## config.mk

```make
export PLATFORM = sky130hd
export DESIGN_NAME = cp0_unit_flat
export DESIGN_NICKNAME = d
export VERILOG_FILES = /design/src/rtl/cp0_if.sv /design/src/rtl/cp0_unit.sv /design/src/flat_wrapper.sv
export SDC_FILE = /design/constraint.sdc
export NUM_CORES = 1
export LEC_CHECK = 0
export CAP_MARGIN = 15
export CORE_UTILIZATION = 25
export CTS_BUF_LIST = sky130_fd_sc_hd__clkbuf_16
export DETAILED_ROUTE_END_ITERATION = 12
export MAX_ROUTING_LAYER = met4
export SYNTH_ARGS = -nofsm -noshare
export SYNTH_HDL_FRONTEND = slang
export SYNTH_SLANG_ARGS = --single-unit
export TNS_END_PERCENT = 50
```

## constraint.sdc

```tcl
create_clock -name clk -period 2.6 [get_ports clk]
set_input_delay 0.65 -clock clk [delete_from_list [all_inputs] [get_ports clk]]
set_output_delay 0.65 -clock clk [all_outputs]
set_load 0.01 [all_outputs]
```

## src/rtl/cp0_if.sv

```systemverilog
// CP0 bus: M-stage exception inputs, mfc0/mtc0/eret access, and redirect/EPC outputs.
interface cp0_if;
  logic [4:0]  errorcode_M;
  logic [31:0] pc_M;
  logic        bd_M;
  logic [5:0]  hwint;
  logic        we_M;
  logic [4:0]  addr;
  logic [31:0] din;
  logic        eret_M;
  logic [31:0] dout;
  logic        req;
  logic [31:0] handler_pc;
  logic [31:0] epc_out;

  modport master (
    output errorcode_M, pc_M, bd_M, hwint, we_M, addr, din, eret_M,
    input  dout, req, handler_pc, epc_out
  );

  modport slave (
    input  errorcode_M, pc_M, bd_M, hwint, we_M, addr, din, eret_M,
    output dout, req, handler_pc, epc_out
  );
endinterface

```

## src/rtl/cp0_unit.sv

```systemverilog
// Coprocessor-0 register file (SR/Cause/EPC/PRId) with M-stage exception/interrupt arbitration.
module cp0_unit #(
  parameter logic [4:0]  NONE_CODE  = 5'd31,
  parameter logic [31:0] HANDLER_PC = 32'h0000_4180,
  parameter logic [31:0] PRID       = 32'h2021_0601
) (
  input logic  clk,
  input logic  rst_n,
  cp0_if.slave bus
);
  logic [5:0]  sr_im;
  logic        sr_exl;
  logic        sr_ie;
  logic        cause_bd;
  logic [5:0]  cause_ip;
  logic [4:0]  cause_exc;
  logic [31:0] epc;

  logic        int_req;
  logic        exc_req;
  logic        req;
  logic [31:0] epc_next;
  logic [31:0] sr_val;
  logic [31:0] cause_val;

  assign int_req  = (|(bus.hwint & sr_im)) & sr_ie & ~sr_exl;
  assign exc_req  = (bus.errorcode_M != NONE_CODE) & ~sr_exl;
  assign req      = int_req | exc_req;
  assign epc_next = bus.bd_M ? (bus.pc_M - 32'd4) : bus.pc_M;

  assign sr_val    = {16'b0, sr_im, 8'b0, sr_exl, sr_ie};
  assign cause_val = {cause_bd, 15'b0, cause_ip, 3'b0, cause_exc, 2'b0};

  always_ff @(posedge clk or negedge rst_n) begin
    if (!rst_n) begin
      sr_im     <= '0;
      sr_exl    <= 1'b0;
      sr_ie     <= 1'b0;
      cause_bd  <= 1'b0;
      cause_ip  <= '0;
      cause_exc <= '0;
      epc       <= '0;
    end else begin
      cause_ip <= bus.hwint;
      if (req) begin
        // A taken request overrides both eret and any coincident mtc0.
        sr_exl    <= 1'b1;
        cause_exc <= int_req ? 5'd0 : bus.errorcode_M;
        cause_bd  <= bus.bd_M;
        epc       <= {epc_next[31:2], 2'b00};
      end else begin
        if (bus.eret_M)
          sr_exl <= 1'b0;
        if (bus.we_M) begin
          case (bus.addr)
            5'd12: begin
              sr_im  <= bus.din[15:10];
              sr_exl <= bus.din[1];
              sr_ie  <= bus.din[0];
            end
            5'd14:   epc <= {bus.din[31:2], 2'b00};
            default: ;
          endcase
        end
      end
    end
  end

  always_comb begin
    bus.dout = '0;
    case (bus.addr)
      5'd12:   bus.dout = sr_val;
      5'd13:   bus.dout = cause_val;
      5'd14:   bus.dout = epc;
      5'd15:   bus.dout = PRID;
      default: bus.dout = '0;
    endcase
  end

  assign bus.req        = req;
  assign bus.handler_pc = HANDLER_PC;
  assign bus.epc_out    = epc;
endmodule
```

## src/flat_wrapper.sv

```systemverilog
// flat-port wrapper written by rule: the top's interface ports become plain ports
module cp0_unit_flat 
#(
  parameter logic [4:0]  NONE_CODE  = 5'd31,
  parameter logic [31:0] HANDLER_PC = 32'h0000_4180,
  parameter logic [31:0] PRID       = 32'h2021_0601
)
  (clk, rst_n, bus_errorcode_M, bus_pc_M, bus_bd_M, bus_hwint, bus_we_M, bus_addr, bus_din, bus_eret_M, bus_dout, bus_req, bus_handler_pc, bus_epc_out);
  cp0_if bus_i ();
  input logic clk;
  input logic rst_n;
  input wire logic [$bits(bus_i.errorcode_M)-1:0] bus_errorcode_M;
  input wire logic [$bits(bus_i.pc_M)-1:0] bus_pc_M;
  input wire logic [$bits(bus_i.bd_M)-1:0] bus_bd_M;
  input wire logic [$bits(bus_i.hwint)-1:0] bus_hwint;
  input wire logic [$bits(bus_i.we_M)-1:0] bus_we_M;
  input wire logic [$bits(bus_i.addr)-1:0] bus_addr;
  input wire logic [$bits(bus_i.din)-1:0] bus_din;
  input wire logic [$bits(bus_i.eret_M)-1:0] bus_eret_M;
  output wire logic [$bits(bus_i.dout)-1:0] bus_dout;
  output wire logic [$bits(bus_i.req)-1:0] bus_req;
  output wire logic [$bits(bus_i.handler_pc)-1:0] bus_handler_pc;
  output wire logic [$bits(bus_i.epc_out)-1:0] bus_epc_out;
  assign bus_i.errorcode_M = bus_errorcode_M;
  assign bus_i.pc_M = bus_pc_M;
  assign bus_i.bd_M = bus_bd_M;
  assign bus_i.hwint = bus_hwint;
  assign bus_i.we_M = bus_we_M;
  assign bus_i.addr = bus_addr;
  assign bus_i.din = bus_din;
  assign bus_i.eret_M = bus_eret_M;
  assign bus_dout = bus_i.dout;
  assign bus_req = bus_i.req;
  assign bus_handler_pc = bus_i.handler_pc;
  assign bus_epc_out = bus_i.epc_out;
  cp0_unit #(.NONE_CODE(NONE_CODE), .HANDLER_PC(HANDLER_PC), .PRID(PRID)) u_core (.clk(clk), .rst_n(rst_n), .bus(bus_i));
endmodule
```

# After elaboration in Yosys (flattened, before gate mapping)
# Index checks and enable logic that the tools add are counted.
[classes] add_sub_neg=1 mux=10 n_bitwise=7 reduce_logical=5 n_eq_ne=5
[op_table] operator="32-bit 2-to-1 mux" n=4
[op_table] operator="32-bit case mux with 4 select lines" n=1
[op_table] operator="32-bit by 3-bit subtractor with 32-bit output (second input constant)" n=1
[op_table] operator="5-bit by 4-bit equality test with 1-bit output (second input constant)" n=4
[op_table] operator="6-bit bitwise AND" n=1
[op_table] operator="6-bit OR reduction" n=1
[op_table] operator="5-bit 2-to-1 mux" n=1
[op_table] operator="5-bit inequality test (second input constant)" n=1
[op_table] operator="1-bit 2-to-1 mux" n=4
[op_table] operator="2-bit nonzero test" n=2
[op_table] operator="1-bit bitwise AND" n=3
[op_table] operator="3-bit AND reduction" n=1
[op_table] operator="1-bit inverter" n=2
[op_table] operator="2-bit AND reduction" n=1
[op_table] operator="1-bit OR" n=1
[word_totals] out_inout_bits=97 elab_cells=35 register_bits=52

# Logic depth before layout (Yosys ltp)
[depth] ltp_word=7 ltp_mapped=8

# Worst setup path before layout
# Ideal clock, no wire load.
[synth_timing] kind="input port to output port" start="input port bus_addr[1]" end="output port bus_dout[2]" path_buffers=2 setup_slack_ns=0.328 arrival_ns=1.622 stages=5 cell_sequence="clkbuf_1 nor2b_1 clkbuf_1 a22oi_1 nor2_1"
[synth_between] elab_chain_cells=2
[synth_rtl] element="from (decl)" line_no="flat_wrapper.sv:17" source="input wire logic [$bits(bus_i.addr)-1:0] bus_addr;"
[synth_rtl] element="5-bit by 4-bit equality test with 1-bit output" line_no="cp0_unit.sv:71" source="case (bus.addr)"
[synth_rtl] element="32-bit case mux with 4 select lines (*)" line_no="cp0_unit.sv:71"
[synth_rtl] element="to (decl)" line_no="flat_wrapper.sv:20" source="output wire logic [$bits(bus_i.dout)-1:0] bus_dout;"
# Every way passes the cells marked *; elsewhere a longest branch is shown, timed or not.

# Worst setup path in the final report
[layout_timing] start="input port bus_hwint[4]" end="register u_core.cause_exc[0]"
[layout_between] elab_chain_cells=5
[layout_rtl] element="from (decl)" line_no="flat_wrapper.sv:15" source="input wire logic [$bits(bus_i.hwint)-1:0] bus_hwint;"
[layout_rtl] element="6-bit bitwise AND (*)" line_no="cp0_unit.sv:26" source="assign int_req = (|(bus.hwint & sr_im)) & sr_ie & ~sr_exl;"
[layout_rtl] element="6-bit OR reduction (*)" line_no="cp0_unit.sv:26"
[layout_rtl] element="1-bit bitwise AND (*) (2 in series)" line_no="cp0_unit.sv:26"
[layout_rtl] element="5-bit 2-to-1 mux / 1-bit OR (equally long branches)" line_no="cp0_unit.sv:48, cp0_unit.sv:28"
[layout_rtl] element="to (signal assigned)" line_no="cp0_unit.sv:48" source="cause_exc <= int_req ? 5'd0 : bus.errorcode_M;"
[layout_rtl] element="to (decl)" line_no="cp0_unit.sv:16" source="logic [4:0] cause_exc;"
# Marked as above.
# A chain may end at the register's enable or synchronous reset.

==> flow_summary_export.csv <==
group,metric,value,unit
floorplanning,die_h,119.2,um
floorplanning,placeableCoreArea,13300,sq um
logic_synthesis,yosys.area.top_type,"dfrtp_1",
placed_design,dpl.hpwl,9069,um
logic_synthesis,ys_warn_count,0,
timing,maxSlewViolCount,0,
logic_synthesis,ys.flop_type,"dfrtp_1",
logic_synthesis,synth.top_cell.area_share,0.3646,
grt,overflow,0,
grt,antenna_found_initial,0,
routing,post_drt_wl_per_cell,15.71,um
floorplanning,die-area,14200,sq um
timing,rsz0062_at_grt,"true",
routing,drt_wl_total,11890,um
clocking,cts_made_buffers,5,
worst_setup_path,cp_max_fo,2,
routing,drtPass1Iterations,4,
cells_and_area,layout-drive-gt1-share,0.2427,
cells_and_area,antenna_cells,0,
logic_synthesis,synth_area_per_cell,9.301,sq um
timing,final.setup_skew,0.006841,ns
timing,relSlewSlack,0.5998,
timing,timing.final.crit_share,0.9978,
placed_design,gp_congestion,0.8785,
clocking,cts_tree,"yes",
cells_and_area,final_area,5654,sq um
clocking,ctsRootBufferMaster,"clkbuf_16",
worst_setup_path,worstSetupPathType,"in2reg",
timing,fin_crit,2.594,ns
logic_synthesis,synthTopCellsByArea,"dfrtp_1, mux2i_1, buf_4",
timing,setup_viol,0,
logic_synthesis,syn_inst,369,
clocking,insertion_delay,0.30,ns
grt,grt_usage,0.1729,
cells_and_area,area.growth.synth_to_final,64.75,%
pwr,power.density,702.5,nW/um^2
worst_setup_path,end_kind,"flop",
flow_run,maxCapViolCount,0,
logic_synthesis,yosysUniqueCellTypes,47,
placed_design,place_area,5413,sq um
logic_synthesis,ys_seq_area_frac,0.3646,
cells_and_area,ff_latch_area,1251,sq um
timing,tightest_slew,0.6003,ns
floorplanning,die_width,119.2,um
logic_synthesis,syn-cell-area,3432,sq um
routing,met3_length,475,um
floorplanning,initial_core_util,0.2581,
cells_and_area,fillers,1327,
placed_design,io_buffers,145,
logic_synthesis,synth_seq_cells,50,
worst_setup_path,critPathRequiredTime,2.82,ns
routing,top_layer_used,"met4",
worst_setup_path,cp.arrival,2.82,ns
clocking,clockBufferDepth,2,
logic_synthesis,synth_edf_count,0,
grt,grt_pass1_vias,3500,
floorplanning,pin_count,182,
grt,grt_first_pass_wirelength,18490,um
run_status,run_status,"completed",
worst_setup_path,crit_path_start_kind,"input port",
timing,timing_hold_violations_final,0,
clocking,htree_levels,2,
routing,drt-met1-wl,5351,um
logic_synthesis,async_flop_share,1.000,
routing,initialDrtViolationCount,129,
clocking,clkTransAtPathRegs,0.07,ns
routing,met2_length,5976,um
routing,vias,3397,
hold_path,hold_path.class,"in2async",
floorplanning,core.rowCount,42,
pwr,p_leak,2.754,nW
cells_and_area,fin_nets,666,
timing,clock.fmax,385.4,MHz
pwr,total_power,3.972,mW
grt,grt_max_degree,40,
routing,ant_nets,0,
cells_and_area,multi_input_area,2054,sq um
routing,drc_errors,0,
pwr,peakVddDrop,0.0003689,V
clocking,cts_sinks,50,
logic_synthesis,synthTopCellsByCount,"dfrtp_1, mux2i_1, nor2_1",
routing,viasPerCell,4.487,
-- per-stage QoR --
stage / utilization / std cells / setup slack (ns) / hold WS, ns / setup TNS (ns)
after floorplan: - / 401 / 0.3284 / 0.3544 / 0
after global placement: 0.4071 / 734 / -0.4969 / 0.4695 / -19.04
after detailed placement: 0.4071 / 734 / -0.4712 / 0.4775 / -19.08
after CTS: 0.4267 / 757 / -0.1157 / 0.3740 / -0.1203
after global routing: 0.4253 / 757 / -0.05203 / 0.3943 / -0.05781
final: 0.4253 / 757 / 0.005615 / 0.3557 / 0
-- layout make-up --
| class | count | area share |
|---|---|---|
| clock buffer | 5 | 0.02213 |
| multi-input combinational | 296 | 0.3634 |
| inverter | 4 | 0.002655 |
| timing repair buffer | 223 | 0.3479 |
| sequential | 50 | 0.2213 |
| clock inverter | 3 | 0.003762 |
| tap | 176 | 0.03895 |
-- critical path, cell delays in order --
cell           delay (ns)
dlygate4sd2_1        0.26
a22oi_2              0.15
buf_4                0.15
nand4_1              0.12
buf_4                0.17
buf_4                0.12
buf_4                0.12
buf_4                0.12
buf_4                0.12
buf_4                0.12
buf_4                0.12
buf_4                0.12
buf_4                0.12
buf_4                0.12
buf_4                0.12
a21oi_2              0.11
-- logic make-up (layout without fill, tap and decap cells) --
family,after synthesis,after routing,synth area share
xor+xnor,24,24,0.06125
simple gates,131,131,0.2104
buf+inv,55,235,0.09770
flops,50,50,0.3646
compound gates,48,48,0.08822
mux,58,58,0.1721
other cells,2,34,0.002188
fa+ha+maj,1,1,0.003645
-- registers in the layout, summed over array words and instances, names as in the netlist --
signal,count
u_core.cause_ip,6
u_core.bus.epc_out,30
u_core.sr_ie,1
u_core.cause_exc,5
u_core.sr_exl,1
u_core.sr_im,6
u_core.cause_bd,1
-- worst paths after layout --
path	end	slack, ns	cells past startpoint	start
worst max register to register	u_core.cause_exc[0]	0.14	15	u_core.sr_im[2]
max in group asynchronous	u_core.sr_ie	1.67	2	rst_n
min in group clk	u_core.cause_exc[2]	0.49	2	u_core.cause_exc[2]
worst min-delay path	u_core.bus.epc_out[4]	0.36	1	rst_n
worst max-delay path	u_core.cause_exc[0]	0.006	16	bus_hwint[4]
worst min register to register	u_core.cause_exc[2]	0.49	2	u_core.cause_exc[2]
-- repair_timing --
item,CTS,global route
gates resized for setup,102,27
cloned,1,0
setup endpoints to repair,39,33
pin swaps,7,4
buffers inserted,14,1
hold buffers,0,0
-- layer usage --
metal,vias to the layer above,track usage
met4,0,0.03085
met2,97,0.2958
met5,-,-
li1,1670,-
met3,6,0.02586
met1,1624,0.2172
-- where the power goes --
group / switching, mW / internal, mW
logic: 0.864 / 1.06
registers: 0.268 / 1.11
clock network: 0.313 / 0.358
-- placed cells by master, fill, tap and decap left out, types with 3 or more instances in the layout --
cell type | synthesis | layout
clkdlybuf4s50_1 | 0 | 103
buf_4 | 34 | 74
mux2i_1 | 50 | 50
dfrtp_1 | 50 | 50
nor2_1 | 37 | 35
conb_1 | 2 | 34
nand2_1 | 24 | 22
buf_2 | 1 | 17
and3_1 | 17 | 15
xor2_1 | 15 | 15
a21oi_1 | 15 | 13
dlygate4sd2_1 | 0 | 13
o21ai_0 | 11 | 11
a22oi_1 | 12 | 9
nor3_1 | 9 | 9
xnor2_1 | 9 | 9
mux2_2 | 7 | 7
nand3_1 | 8 | 6
nor4_1 | 7 | 5
clkbuf_16 | 0 | 5
clkdlybuf4s15_1 | 0 | 5
buf_6 | 0 | 4
inv_1 | 3 | 3
nor2b_1 | 5 | 3
a22oi_2 | 0 | 3
nand3b_1 | 3 | 3
nor4_2 | 1 | 3
Note: power is estimated with default switching activity, not from simulation.
